## src/rtl/up_axi_master.sv

```systemverilog
// up_axi_master: bridges the single-cycle up register bus to an AXI4-Lite master.
// One transaction is in flight at a time. A read that arrives together with a
// write waits in a 1-deep pending slot. Hung slaves are aborted by a timeout.
//
// Ports:
//   up_clk, up_rstn        clock, async active-low reset
//   up_wreq/waddr/wdata    write request pulse, word address, data
//   up_wack                write done pulse
//   up_rreq/raddr          read request pulse, word address
//   up_rack/rdata          read done pulse, data (zero outside up_rack)
//   up_err                 pulses with an ack on SLVERR/DECERR or timeout
//   up_busy                high while a transaction or pending read is open
//   m_axi_*                AXI4-Lite master channels AW, W, B, AR, R
module up_axi_master #(
    parameter logic [31:0] AXI_ADDRESS_BASE = 32'h00000000,
    parameter int unsigned TIMEOUT_CYCLES   = 1024
) (
    input  logic        up_clk,
    input  logic        up_rstn,
    input  logic        up_wreq,
    input  logic [13:0] up_waddr,
    input  logic [31:0] up_wdata,
    output logic        up_wack,
    input  logic        up_rreq,
    input  logic [13:0] up_raddr,
    output logic [31:0] up_rdata,
    output logic        up_rack,
    output logic        up_err,
    output logic        up_busy,
    output logic        m_axi_awvalid,
    input  logic        m_axi_awready,
    output logic [31:0] m_axi_awaddr,
    output logic [2:0]  m_axi_awprot,
    output logic        m_axi_wvalid,
    input  logic        m_axi_wready,
    output logic [31:0] m_axi_wdata,
    output logic [3:0]  m_axi_wstrb,
    input  logic        m_axi_bvalid,
    output logic        m_axi_bready,
    input  logic [1:0]  m_axi_bresp,
    output logic        m_axi_arvalid,
    input  logic        m_axi_arready,
    output logic [31:0] m_axi_araddr,
    output logic [2:0]  m_axi_arprot,
    input  logic        m_axi_rvalid,
    output logic        m_axi_rready,
    input  logic [31:0] m_axi_rdata,
    input  logic [1:0]  m_axi_rresp
);

    localparam int unsigned UP_AW  = 14;
    localparam int unsigned AXI_AW = 32;
    localparam int unsigned DW     = 32;
    localparam int unsigned CW     = 16;

    localparam logic [CW-1:0] TO_LAST   = CW'(TIMEOUT_CYCLES - 1);
    localparam logic [DW-1:0] DEAD_DATA = 32'hdeaddead;

    typedef enum logic [2:0] {
        S_IDLE,
        S_WR,
        S_WR_RESP,
        S_RD_ADDR,
        S_RD_DATA
    } state_t;

    state_t            state_q, state_d;
    logic [CW-1:0]     cnt_q, cnt_d;
    logic              pend_q, pend_d;
    logic              pend_abort_q, pend_abort_d;
    logic              awvalid_q, awvalid_d;
    logic              wvalid_q, wvalid_d;
    logic              bready_q, bready_d;
    logic              arvalid_q, arvalid_d;
    logic              rready_q, rready_d;
    logic [AXI_AW-1:0] awaddr_q, awaddr_d;
    logic [AXI_AW-1:0] araddr_q, araddr_d;
    logic [DW-1:0]     wdata_q, wdata_d;
    logic              wack_q, wack_d;
    logic              rack_q, rack_d;
    logic              err_q, err_d;
    logic [DW-1:0]     rdata_q, rdata_d;
    logic              busy_q, busy_d;

    logic timeout;
    logic aw_left;
    logic w_left;
    logic write_done;
    logic write_abort;
    logic read_abort;

    // Word address to byte address in the AXI window (32-bit wrap).
    function automatic logic [AXI_AW-1:0] up_to_axi(input logic [UP_AW-1:0] a);
        return AXI_ADDRESS_BASE + AXI_AW'({a, 2'b00});
    endfunction

    // State register and all registered outputs.
    always_ff @(posedge up_clk or negedge up_rstn) begin
        if (!up_rstn) begin
            state_q      <= S_IDLE;
            cnt_q        <= '0;
            pend_q       <= 1'b0;
            pend_abort_q <= 1'b0;
            awvalid_q    <= 1'b0;
            wvalid_q     <= 1'b0;
            bready_q     <= 1'b0;
            arvalid_q    <= 1'b0;
            rready_q     <= 1'b0;
            awaddr_q     <= '0;
            araddr_q     <= '0;
            wdata_q      <= '0;
            wack_q       <= 1'b0;
            rack_q       <= 1'b0;
            err_q        <= 1'b0;
            rdata_q      <= '0;
            busy_q       <= 1'b0;
        end else begin
            state_q      <= state_d;
            cnt_q        <= cnt_d;
            pend_q       <= pend_d;
            pend_abort_q <= pend_abort_d;
            awvalid_q    <= awvalid_d;
            wvalid_q     <= wvalid_d;
            bready_q     <= bready_d;
            arvalid_q    <= arvalid_d;
            rready_q     <= rready_d;
            awaddr_q     <= awaddr_d;
            araddr_q     <= araddr_d;
            wdata_q      <= wdata_d;
            wack_q       <= wack_d;
            rack_q       <= rack_d;
            err_q        <= err_d;
            rdata_q      <= rdata_d;
            busy_q       <= busy_d;
        end
    end

    // Next-state and next-output logic.
    always_comb begin
        state_d      = state_q;
        cnt_d        = cnt_q;
        pend_d       = pend_q;
        pend_abort_d = pend_abort_q;
        awvalid_d    = awvalid_q;
        wvalid_d     = wvalid_q;
        bready_d     = bready_q;
        arvalid_d    = arvalid_q;
        rready_d     = rready_q;
        awaddr_d     = awaddr_q;
        araddr_d     = araddr_q;
        wdata_d      = wdata_q;
        wack_d       = 1'b0;
        rack_d       = 1'b0;
        err_d        = 1'b0;
        rdata_d      = '0;
        aw_left      = 1'b0;
        w_left       = 1'b0;
        write_done   = 1'b0;
        write_abort  = 1'b0;
        read_abort   = 1'b0;

        // >= so a late address handshake cannot carry the count past the limit.
        timeout = (state_q != S_IDLE) && (cnt_q >= TO_LAST);

        if (state_q != S_IDLE) begin
            cnt_d = cnt_q + CW'(1);
        end

        case (state_q)
            S_IDLE: begin
                if (pend_abort_q) begin
                    // Pending read dropped by a timed-out write: fail it now.
                    rack_d       = 1'b1;
                    err_d        = 1'b1;
                    rdata_d      = DEAD_DATA;
                    pend_d       = 1'b0;
                    pend_abort_d = 1'b0;
                end else if (!busy_q) begin
                    if (up_wreq) begin
                        state_d   = S_WR;
                        awvalid_d = 1'b1;
                        wvalid_d  = 1'b1;
                        awaddr_d  = up_to_axi(up_waddr);
                        wdata_d   = up_wdata;
                        cnt_d     = '0;
                        if (up_rreq) begin
                            pend_d   = 1'b1;
                            araddr_d = up_to_axi(up_raddr);
                        end
                    end else if (up_rreq) begin
                        state_d   = S_RD_ADDR;
                        arvalid_d = 1'b1;
                        araddr_d  = up_to_axi(up_raddr);
                        cnt_d     = '0;
                    end
                end
            end
            S_WR: begin
                // AW and W retire independently; leave once both are done.
                aw_left = awvalid_q && !m_axi_awready;
                w_left  = wvalid_q && !m_axi_wready;
                if (timeout) begin
                    awvalid_d   = 1'b0;
                    wvalid_d    = 1'b0;
                    write_abort = 1'b1;
                end else begin
                    awvalid_d = aw_left;
                    wvalid_d  = w_left;
                    if (!aw_left && !w_left) begin
                        state_d  = S_WR_RESP;
                        bready_d = 1'b1;
                    end
                end
            end
            S_WR_RESP: begin
                if (m_axi_bvalid) begin
                    bready_d   = 1'b0;
                    wack_d     = 1'b1;
                    err_d      = (m_axi_bresp != 2'b00);
                    write_done = 1'b1;
                end else if (timeout) begin
                    bready_d    = 1'b0;
                    write_abort = 1'b1;
                end
            end
            S_RD_ADDR: begin
                if (m_axi_arready) begin
                    arvalid_d = 1'b0;
                    rready_d  = 1'b1;
                    state_d   = S_RD_DATA;
                end else if (timeout) begin
                    arvalid_d  = 1'b0;
                    read_abort = 1'b1;
                end
            end
            S_RD_DATA: begin
                if (m_axi_rvalid) begin
                    rready_d = 1'b0;
                    rack_d   = 1'b1;
                    err_d    = (m_axi_rresp != 2'b00);
                    rdata_d  = m_axi_rdata;
                    state_d  = S_IDLE;
                end else if (timeout) begin
                    rready_d   = 1'b0;
                    read_abort = 1'b1;
                end
            end
            default: begin
                state_d = S_IDLE;
            end
        endcase

        // Write finished normally: chain straight into a pending read.
        if (write_done) begin
            if (pend_q) begin
                state_d   = S_RD_ADDR;
                arvalid_d = 1'b1;
                pend_d    = 1'b0;
                cnt_d     = '0;
            end else begin
                state_d = S_IDLE;
            end
        end

        // Write aborted: the pending read (if any) is failed on the next cycle.
        if (write_abort) begin
            state_d      = S_IDLE;
            wack_d       = 1'b1;
            err_d        = 1'b1;
            pend_abort_d = pend_q;
        end

        if (read_abort) begin
            state_d = S_IDLE;
            rack_d  = 1'b1;
            err_d   = 1'b1;
            rdata_d = DEAD_DATA;
        end

        // Busy covers the ack cycle so a new request cannot race the ack.
        busy_d = (state_d != S_IDLE) || pend_d || wack_d || rack_d;
    end

    assign up_wack       = wack_q;
    assign up_rack       = rack_q;
    assign up_err        = err_q;
    assign up_rdata      = rdata_q;
    assign up_busy       = busy_q;
    assign m_axi_awvalid = awvalid_q;
    assign m_axi_awaddr  = awaddr_q;
    assign m_axi_awprot  = 3'b000;
    assign m_axi_wvalid  = wvalid_q;
    assign m_axi_wdata   = wdata_q;
    assign m_axi_wstrb   = 4'hf;
    assign m_axi_bready  = bready_q;
    assign m_axi_arvalid = arvalid_q;
    assign m_axi_araddr  = araddr_q;
    assign m_axi_arprot  = 3'b000;
    assign m_axi_rready  = rready_q;

endmodule

```

## config.mk

```make
export PLATFORM = sky130hd
export DESIGN_NAME = up_axi_master
export DESIGN_NICKNAME = d
export VERILOG_FILES = /design/src/rtl/up_axi_master.sv
export SDC_FILE = /design/constraint.sdc
export NUM_CORES = 1
export LEC_CHECK = 0
export BUFFER_PORTS_ARGS = -buffer_cell sky130_fd_sc_hd__buf_2
export CAP_MARGIN = 10
export CORE_MARGIN = 8
export CORE_UTILIZATION = 31
export DETAILED_ROUTE_END_ITERATION = 8
export PLACE_DENSITY = 0.56
export REMOVE_ABC_BUFFERS = 1
export SYNTH_ARGS = -nofsm -noshare
export SYNTH_HDL_FRONTEND = slang
export SYNTH_SLANG_ARGS = --single-unit
```

## constraint.sdc

```tcl
create_clock -name up_clk -period 2.5 [get_ports up_clk]
set_input_delay 0.125 -clock up_clk [delete_from_list [all_inputs] [get_ports up_clk]]
set_output_delay 0.125 -clock up_clk [all_outputs]
set_load 0.005 [all_outputs]
```

### Word-level counts from Yosys, hierarchy flattened

Cells that the tools add are included.

| word-level totals | value |
|---|---|
| input bits | 105 |
| bits in registers | 122 |
| logic and storage cells | 134 |

| operators by class | value |
|---|---|
| magnitude comparators | 1 |
| equal/unequal tests | 12 |
| reductions and logical operators | 25 |
| add/subtract/negate cells | 1 |
| bitwise logic cells | 2 |
| muxes and demuxes | 76 |

Operators by type and width:

| kind | count |
|---|---|
| 16-bit two-way mux | 8 |
| 32-bit two-way mux | 3 |
| 32-bit case mux with 2 select lines | 1 |
| 1-bit two-way mux | 42 |
| 3-bit two-way mux | 11 |
| 16-bit by 1-bit adder with 16-bit output (second input constant) | 1 |
| 16-bit by 10-bit greater-or-equal comparator with 1-bit output (second input constant) | 1 |
| 1-bit case mux with 2 select lines | 8 |
| 4-bit AND reduction | 4 |
| 3-bit case mux with 5 select lines | 1 |
| 2-bit inequality test (second input constant) | 6 |
| 2-bit nonzero test | 6 |
| 3-bit by 2-bit equality test with 1-bit output (second input constant) | 2 |
| 3-bit inequality test (second input constant) | 2 |
| 3-bit nonzero test | 2 |
| 1-bit logical AND | 4 |
| 1-bit zero test | 4 |
| 3-bit by 1-bit equality test with 1-bit output (second input constant) | 1 |
| 3-bit equality test (second input constant) | 1 |
| 3-bit zero test | 1 |
| 1-bit logical OR | 3 |
| 1-bit case mux with 3 select lines | 1 |
| 3-bit AND reduction | 1 |
| 2-bit two-way mux | 1 |
| 1-bit inverter | 2 |

### Longest topological paths before layout

Gate-level depths: netlist (run 1).

| logic depth | value |
|---|---|
| word-level depth | 14 |
| mapped depth | 7 |
| depth with buffers taken out | 6 |

### Worst setup path before layout (run 1)

No wires, ideal clock.

| timing | value |
|---|---|
| path type | reg2reg |
| from | reg cnt_q[13] |
| to | reg busy_q (netlist: up_busy) |
| cell stages (with the launch flop) | 6 |
| arrival time | 1905 ps |
| required time | 2361 ps |
| path slack | 456 ps |
| buffers on the path | 0 |
| cell sequence | dfrtp_1 -> nor4_4 -> nand2_2 -> or4b_1 -> o211a_1 -> or4b_1 |

| on the way | value |
|---|---|
| longest elaborated chain between the ends | 11 |
| elaborated cells on any way between the ends | 19 |
| those cells by class | order compare (1); mux (13); reduce/logical (5) |

Ends and longest elaborated chain:

| element | RTL line | RTL |
|---|---|---|
| start: declaration | 68 | `logic [CW-1:0] cnt_q, cnt_d;` |
| start signal: assignment | 119 | `cnt_q <= cnt_d;` |
| 16-bit by 10-bit greater-or-equal comparator with 1-bit output * | 163 | `timeout = (state_q != S_IDLE) && (cnt_q >= TO_LAST);` |
| 1-bit logical AND * | 163 |  |
| 3-bit two-way mux / 1-bit two-way mux (equally long branches) | 202, 221, 231 |  |
| 3-bit case mux with 5 select lines / 1-bit two-way mux (equally long branches) | 169, 216 |  |
| 3-bit two-way mux / 1-bit case mux with 2 select lines (equally long branches) | 254, 169 |  |
| 3-bit two-way mux | 266 | `if (write_abort) begin` |
| 3-bit two-way mux | 273 | `if (read_abort) begin` |
| 3-bit nonzero test | 281 | `busy_d = (state_d != S_IDLE) \|\| pend_d \|\| wack_d \|\| rack_d;` |
| 1-bit logical OR (2 in a row) | 281 |  |
| 1-bit logical OR * | 281 |  |
| via busy_d | 83 | `logic busy_q, busy_d;` |
| end signal: assignment | 134 | `busy_q <= busy_d;` |
| end: declaration | 83 |  |

The timed path passes the listed nets; every way through them passes the cells marked *.
A chain may end at the register's enable or synchronous reset.

### Worst setup path in the final report (run 1)

| timing | value |
|---|---|
| from | reg state_q[0] |
| to | reg busy_q (netlist: up_busy) |

| on the way | value |
|---|---|
| longest elaborated chain between the ends | 12 |
| elaborated cells on any way between the ends | 36 |
| those cells by class | eq/ne (4); mux (25); reduce/logical (7) |

Ends and longest elaborated chain:

| element | RTL line | RTL |
|---|---|---|
| start: declaration | 67 | `state_t state_q, state_d;` |
| start signal: assignment | 118 | `state_q <= state_d;` |
| 3-bit two-way mux | 190 | `end else if (up_rreq) begin` |
| 3-bit two-way mux | 179 | `if (up_wreq) begin` |
| 3-bit two-way mux | 178 | `end else if (!busy_q) begin` |
| 3-bit two-way mux | 171 | `if (pend_abort_q) begin` |
| 3-bit case mux with 5 select lines | 169 | `case (state_q)` |
| 3-bit two-way mux | 254 | `if (write_done) begin` |
| 3-bit two-way mux | 266 |  |
| 3-bit two-way mux | 273 |  |
| 3-bit nonzero test | 281 |  |
| 1-bit logical OR (2 in a row) | 281 |  |
| 1-bit logical OR * | 281 |  |
| via busy_d | 83 |  |

Marked as above.

==> results.md, run 1 <==
- Run status: complete, no violations
- Total count of max-transition violations in the final report: 0
- Post-layout nets: a little under 900
- Final core utilization: between 40% and 50%
- Synthesized area per cell: between 10 and 15 um2
- Syn. warnings: 0
- Endpoint kind of the worst setup timing path: flip-flop
- Residual overflow from global routing: 0
- Post-CTS Setup Repair Bufs: 0
- Horizontal die dimension: 148.2 um
- Number of CTS-inserted buffers: 17
- Clock Pin Slew Worst Setup and Hold Paths: 0.06 ns
- Overall via count from detail_route: roughly 4.5k
- Required @ worst endpoint: ~2.8 ns
- Worst min-delay path class: in2reg
- Setup slack on the worst flop-to-flop path: 0.19 ns
- Power density relative to cell area: roughly 980 mW/mm2
- Antenna-violating nets left: 0
- Predominant post-synthesis flop cell: sky130_fd_sc_hd__dfrtp_1
- Number of enable flip-flop cells after synthesis: 0
- Final critical-path share of the clock period: between 90% and 100%
- WHS: about 0.014 ns
- Relative slew slack: ~47%
- Die area: approximately 0.022 mm2
- Placed instance count: 886
- Post-layout minimum cycle time: around 2.3 ns
- Routability congestion estimate from global placement: 0.8175
- Final design area excluding fillers: a little over 0.008 mm2
- CTS tree: done
- Fin. Hold Viols: 0
- Overall global routing resource usage: 14.32%
- Hold path depth: 3
- Mapped Cells: ~460
- Worst setup path category: reg2reg
- Number of non-filler instances in the completed layout: 1013
- Worst skew pair latency: between 0.4 and 0.5 ns
- Vertical die dimension: 148.2 um
- Mean routed wirelength per cell: 15.18 um
- DRC errors left: 0
- Area grow syn2layout: 49.24%
- Unrepaired setup endpoints after global routing: no
- Share of flip-flops with an asynchronous set or reset after synthesis: between 90% and 100%
- Leak: around 4.2 nW
- VDD IR max: approximately 0.00054 V
- Fraction of final layout cells sized beyond drive strength 1: roughly 42%
- I/O pin count: around 250
- Reg2Reg Launch Point: state_q[0]
- Vias in the first global route: a little over 5k
- Initial Util: between 30% and 40%
- # Max-Cap Violations: 0
- Top cell type by total area after synthesis: sky130_fd_sc_hd__dfrtp_1
- Maximum fanout along the worst path: 17
- Rows: 48
- Count of different cell masters after synthesis: between 50 and 60
- Achievable frequency: between 400 and 500 MHz
- Routed Wire Length: between 15000 and 20000 um
- Root Buffer Master: sky130_fd_sc_hd__clkbuf_16
- Seq cells post-synth: 122
- Largest net degree at the start of global routing: 63
- Min-delay src: m_axi_rresp[0]
- FF-to-FF path depth: 5
- Layout Skew: approximately 0.0071 ns
- First-pass GRT wire length: approximately 25000 um
- Maximum clock path buffer count: 2
- Pre-Repair DR Iteration Count: 4
- Most area-consuming cells after synthesis: sky130_fd_sc_hd__dfrtp_1 56%, sky130_fd_sc_hd__mux2_2 14%, sky130_fd_sc_hd__buf_4 6.5%
- Iteration-0 DRC Markers: between 200 and 250
- Startpoint type of the worst setup path: flip-flop
- # port buffers: 205
- RR Endpoint: up_busy
- Finish-stage setup viols: 0
- Cell area reported after detailed placement: about 0.0066 mm2
- Core area: 0.01718 mm2
- Half-perimeter wire length of the detailed placement result: ~11000 um
- Initial antenna violation count: 3
- Sequential area share after synthesis: between 50% and 60%
- Number of filler cells placed in the layout: 1580
- Share of the synthesized area in the top cell type: 56.33%
- Clock Sinks: roughly 120
- Via-to-Cell Ratio: roughly 4.4
- Endpoint, Worst Hold: up_err
- Slew at the pin with the worst max-slew slack: ~0.80 ns
- Post-synthesis instance area: about 0.0054 mm2
- Data arrival, critical path: 2.58 ns
- H-tree depth: 4
-- report_power, final --
| part | internal, mW | switching, mW |
|---|---|---|
| clock | 1.47 | 0.914 |
| sequential | 2.66 | 0.389 |
| combinational | 1.36 | 1.12 |
-- cells in the final DEF (no fill, tap or decap), types with 2 or more instances in the layout --
cell type                         n
sky130_fd_sc_hd__o31ai_1          3
sky130_fd_sc_hd__nand2b_1         3
sky130_fd_sc_hd__dlygate4sd3_1   93
sky130_fd_sc_hd__and3_1           4
sky130_fd_sc_hd__o311ai_0         2
sky130_fd_sc_hd__o211ai_1         2
sky130_fd_sc_hd__bufinv_16        2
sky130_fd_sc_hd__nor3_1           3
sky130_fd_sc_hd__diode_2          2
sky130_fd_sc_hd__nand3_1          9
sky130_fd_sc_hd__mux2_2          68
sky130_fd_sc_hd__nand4_1          5
sky130_fd_sc_hd__nor4_1           2
sky130_fd_sc_hd__clkinv_4         3
sky130_fd_sc_hd__conb_1          46
sky130_fd_sc_hd__o22ai_1          4
sky130_fd_sc_hd__or4b_1           2
sky130_fd_sc_hd__clkbuf_16       17
sky130_fd_sc_hd__nand3b_1         3
sky130_fd_sc_hd__inv_6            4
sky130_fd_sc_hd__buf_2          204
sky130_fd_sc_hd__a31oi_1          3
sky130_fd_sc_hd__nand2_1         69
sky130_fd_sc_hd__o211a_1          3
sky130_fd_sc_hd__o21ai_0          2
sky130_fd_sc_hd__and2_1          13
sky130_fd_sc_hd__clkinv_2         5
sky130_fd_sc_hd__nor2_1          24
sky130_fd_sc_hd__a211oi_1         3
sky130_fd_sc_hd__inv_1            7
sky130_fd_sc_hd__dfrtp_1        122
sky130_fd_sc_hd__buf_4           15
sky130_fd_sc_hd__o22a_1           3
sky130_fd_sc_hd__a21oi_1          7
-- routing by layer --
metal / up-vias / global-route usage, % / routed length [um]
li1: 2122 / - / -
met3: 32 / 6.351 / 1349
met4: 2 / 6.731 / 399
met2: 179 / 24.04 / 7598
met1: 2129 / 15.18 / 6021
met5: - / 0 / 8
-- timing repair --
item | 4_1_cts | 5_1_grt
hold buffers | 93 | 0
hold endpoints to repair | 150 | 0
resized for setup | 0 | 0
-- cell usage after synthesis (4+ instances only) --
master and n:
sky130_fd_sc_hd__dfrtp_1 122, sky130_fd_sc_hd__nand2_1 69, sky130_fd_sc_hd__mux2_2 68, sky130_fd_sc_hd__buf_4 47
sky130_fd_sc_hd__nor2_1 24, sky130_fd_sc_hd__and2_1 13, sky130_fd_sc_hd__clkbuf_1 13, sky130_fd_sc_hd__nand3_1 9
sky130_fd_sc_hd__a21oi_1 7, sky130_fd_sc_hd__inv_1 7, sky130_fd_sc_hd__buf_2 6, sky130_fd_sc_hd__and3_1 5
sky130_fd_sc_hd__nand4_1 5, sky130_fd_sc_hd__o22ai_1 4
-- how the worst max path moves through the flow --
stage                    start                to  slack, ns  cells after the start
floorplan           state_q[1]  m_axi_awaddr[10]      -0.67                      3
global placement    state_q[0]           up_busy       0.29                      5
detailed placement  state_q[0]           up_busy       0.22                      5
CTS                 state_q[0]           up_busy       0.21                      5
global route        state_q[0]           up_busy      0.009                      5
finish              state_q[0]           up_busy       0.19                      5
-- area by class of cell --
| cell class | count | area [um2] | share of cell area (%) |
|---|---|---|---|
| multi-input combinational | 312 | 2063 | 25.51 |
| clock inverter | 14 | 146.4 | 1.810 |
| clock buffer | 18 | 429.2 | 5.305 |
| timing repair buffer | 313 | 2085 | 25.77 |
| antenna | 2 | 5.005 | 0.06187 |
| sequential | 122 | 3053 | 37.74 |
| tap | 225 | 281.5 | 3.480 |
| inverter | 7 | 26.28 | 0.3248 |
-- state kept, by name, indices dropped and copies added (netlist names), 3 cells and up --
name,flops
up_rdata,32
state_q,3
m_axi_araddr,14
m_axi_awaddr,14
m_axi_wdata,32
cnt_q,16
-- through the flow --
stage,setup WS [ns],power [mW],setup TNS [ns]
finish,0.1917,7.918,0
global route,0.009487,8.475,0
CTS,0.2127,8.036,0
detailed placement,0.2236,5.487,0
global placement,0.2914,5.411,0
floorplan,-0.6687,4.282,-31.70
-- cell families after synthesis --
family	synth area share, %
buffers and inverters	8.680
DFF	56.33
xor gates and xnor gates	0.1616
and+or+nand+nor	14.29
other	0.1386
muxes	14.31
adders and majority gates	0.2308
AOI/OAI and AO/OA	5.864
-- critical path, stage by stage, from the launching register on --
cell,delay (ns)
sky130_fd_sc_hd__dfrtp_1,0.53
sky130_fd_sc_hd__and2b_1,0.28
sky130_fd_sc_hd__a31oi_1,0.27
sky130_fd_sc_hd__or4b_1,0.47
sky130_fd_sc_hd__o211a_1,0.15
sky130_fd_sc_hd__or4b_1,0.47
No activity file was read; power rests on OpenSTA's default activity.
==> inputs of run 2 (changes only) <==
Settings changed: BUFFER_PORTS_ARGS -buffer_cell sky130_fd_sc_hd__buf_2 to unset, DONT_BUFFER_PORTS set to 1, PLACE_DENSITY 0.56 to 0.44, SETUP_SLACK_MARGIN set to 0.5.
==> results.md, run 2 (synthesis results as in run 1) <==
- Run status: finished with violations (was complete, no violations)
- Violated checks: hold timing
- Vias in the first global route: 4181 (was 5028)
- Required @ worst endpoint: 2.77 ns (about the same)
- Pre-Repair DR Iteration Count: 4 (unchanged)
- Power density relative to cell area: 1034 mW/mm2 (was 978.9 mW/mm2)
- Core area: 0.01718 mm2 (unchanged)
- Finish-stage setup viols: 0 (unchanged)
- Vertical die dimension: 148.2 um (unchanged)
- Worst setup path category: reg2reg (unchanged)
- Horizontal die dimension: 148.2 um (unchanged)
- Initial Util: 31.56% (unchanged)
- Rows: 48 (unchanged)
- Routed Wire Length: 15700 um (was 15380 um)
- Layout Skew: 0.008473 ns (was 0.007135 ns)
- Unrepaired setup endpoints after global routing: yes (was no)
- Residual overflow from global routing: 0 (unchanged)
- Half-perimeter wire length of the detailed placement result: 10070 um (was 11060 um)
- Number of CTS-inserted buffers: 17 (unchanged)
- Area grow syn2layout: 35.48% (was 49.24%)
- Worst setup margin: 0.3837 ns (was 0.1917 ns)
- Number of antenna repair diodes: 0 (was 2)
- Post-layout minimum cycle time: 2.116 ns (was 2.308 ns)
- CTS tree: done (unchanged)
- Overall power of the completed layout: 7.590 mW (was 7.918 mW)
- Clock Pin Slew Worst Setup and Hold Paths: 0.05 ns (was 0.06 ns)
- Overall global routing resource usage: 13.65% (was 14.32%)
- # Max-Cap Violations: 0 (unchanged)
- Relative slew slack: 57.16% (was 46.97%)
- Die area: 0.02197 mm2 (unchanged)
- Via-to-Cell Ratio: 4.653 (was 4.407)
- Initial antenna violation count: 0 (was 3)
- H-tree depth: 4 (unchanged)
- Commonest cells after routing, fill and taps aside: 119 x sky130_fd_sc_hd__dfrtp_1, 98 x sky130_fd_sc_hd__dlygate4sd3_1, 69 x sky130_fd_sc_hd__nand2_1 (was 204 x sky130_fd_sc_hd__buf_2, 122 x sky130_fd_sc_hd__dfrtp_1, 93 x sky130_fd_sc_hd__dlygate4sd3_1)
- First-pass GRT wire length: 23600 um (was 25230 um)
- Achievable frequency: 472.5 MHz (was 433.2 MHz)
- Maximum clock path buffer count: 2 (unchanged)
- CP cell instances: nor4b_4 -> o22ai_2 -> a311o_1 -> or4b_1 (was and2b_1 -> a31oi_1 -> or4b_1 -> o211a_1 -> or4b_1)
- Routability congestion estimate from global placement: 0.8009 (was 0.8175)
- DRC errors left: 0 (unchanged)
- Fraction of final layout cells sized beyond drive strength 1: 25.67% (was 42.49%)
- Mean routed wirelength per cell: 19.03 um (was 15.18 um)
- Root Buffer Master: sky130_fd_sc_hd__clkbuf_16 (unchanged)
- Slew at the pin with the worst max-slew slack: 0.6367 ns (was 0.7955 ns)
- # port buffers: 0 (was 205)
- Slowest cell on the critical path: sky130_fd_sc_hd__or4b_1 (was sky130_fd_sc_hd__dfrtp_1)
- Leak: 3.423 nW (was 4.174 nW)
- Number of hold-repair buffers added at the cts stage: 98 (was 93)
- Worst skew pair latency: 0.41 ns (about the same)
- Worst slack, placed: 0.2385 ns (was 0.2236 ns)
- WHS: -0.5848 ns (was 0.01419 ns)
- Data arrival, critical path: 2.39 ns (was 2.58 ns)
- Critical path launch point: state_q[0] (unchanged)
- Final critical-path share of the clock period: 84.65% (was 92.33%)
- Overall via count from detail_route: 3839 (was 4464)
- Reg2Reg Launch Point: state_q[0] (unchanged)
- Iteration-0 DRC Markers: 169 (was 210)
- Startpoint type of the worst setup path: flip-flop (unchanged)
- Endpoint kind of the worst setup timing path: flip-flop (unchanged)
- Largest net degree at the start of global routing: 123 (was 63)
- Post-layout nets: 693 (was 879)
- Total count of max-transition violations in the final report: 0 (unchanged)
- Final core utilization: 42.75% (was 47.09%)
- Fin. Hold Viols: 123 (was 0)
- Antenna-violating nets left: 0 (unchanged)
- Maximum fanout along the worst path: 6 (was 17)
- I/O pin count: 252 (unchanged)
- VDD IR max: 0.0005621 V (was 0.0005393 V)
- Cell family contributing the most delay on the critical path: simple AND/OR/NAND/NOR gates (unchanged)
- Critical Path Max Stage Delay: 0.52 ns (was 0.53 ns)
- Clock Sinks: 122 (unchanged)
- CP bufs+invs: 0 (unchanged)
- Worst min-delay path class: in2async (was in2reg)
- Most frequent standard cell in the layout excluding fill and tap cells: sky130_fd_sc_hd__dfrtp_1 (was sky130_fd_sc_hd__buf_2)
- Number of filler cells placed in the layout: 1583 (was 1580)
## run 2: cell count changes in the layout (fill, tap and decap cells not counted), moves of 2 or more
| cell | before | now |
|---|---|---|
| sky130_fd_sc_hd__dlygate4sd3_1 | 93 | 98 |
| sky130_fd_sc_hd__inv_6 | 4 | 1 |
| sky130_fd_sc_hd__buf_4 | 15 | 23 |
| sky130_fd_sc_hd__clkbuf_16 | 17 | 19 |
| sky130_fd_sc_hd__clkbuf_8 | 0 | 4 |
| sky130_fd_sc_hd__dfrtp_1 | 122 | 119 |
| sky130_fd_sc_hd__clkinvlp_4 | 0 | 2 |
| sky130_fd_sc_hd__dfrtp_2 | 0 | 3 |
| sky130_fd_sc_hd__buf_2 | 204 | 0 |
| sky130_fd_sc_hd__diode_2 | 2 | 0 |
## run 2: final cells by class
class / count / area (um2) / share of cell area, %
clock buffer: 22 / 484.2 / 6.594
clock inverter: 10 / 91.34 / 1.244
inverter: 7 / 26.28 / 0.3578
multi-input combinational: 312 / 2137 / 29.10
sequential: 122 / 3057 / 41.63
tap: 225 / 281.5 / 3.834
timing repair buffer: 127 / 1266 / 17.24
## run 2: worst reg2reg max path: stages (launching register included)
cell                      delay (ns)
sky130_fd_sc_hd__dfrtp_2        0.45
sky130_fd_sc_hd__nor4b_4        0.51
sky130_fd_sc_hd__o22ai_2        0.19
sky130_fd_sc_hd__a311o_1        0.31
sky130_fd_sc_hd__or4b_1         0.52
## run 2: worst paths after layout
kind | endpoint | slack, ns | cells after the start
max | up_busy | 0.38 | 4
max reg2reg | up_busy | 0.38 | 4
min reg2reg | cnt_q[14] | 0.53 | 1
min in group up_clk | up_err | -0.01 | 2
max in group asynchronous | cnt_q[5] | 2.90 | 0
min | m_axi_wdata[27] | -0.58 | 0
## run 2: through the flow
stage	hold slack, ns	std cells	cell area (um2)	TNS, ns
final	-0.5848	825	7343	0
after global routing	-0.6090	825	7343	0
after CTS	-0.6037	819	7196	0
after detailed placement	-0.1661	677	5519	0
after global placement	-0.1660	677	5519	0
after floorplan	-0.1706	441	5141	-31.70
## run 2: what timing repair did
| action | CTS | global route |
|---|---|---|
| cloned | 0 | 4 |
| setup buffers | 12 | 2 |
| endpoints found under the setup margin | 2 | 49 |
| gates resized for setup | 9 | 11 |
| pin swaps | 4 | 2 |
| hold endpoints to repair | 221 | 122 |
## run 2: per-layer routing
layer / track usage (%) / wire length (um) / vias up
li1: - / - / 1741
met4: 4.131 / 192 / 0
met2: 22.63 / 7823 / 186
met5: 0 / 0 / -
met3: 6.837 / 1637 / 16
met1: 15.06 / 6048 / 1896
## run 2: report_power, final
group / internal [mW] / switching (mW)
clock network: 1.47 / 0.870
logic: 1.10 / 0.839
registers: 2.68 / 0.637
total: 5.24 / 2.35
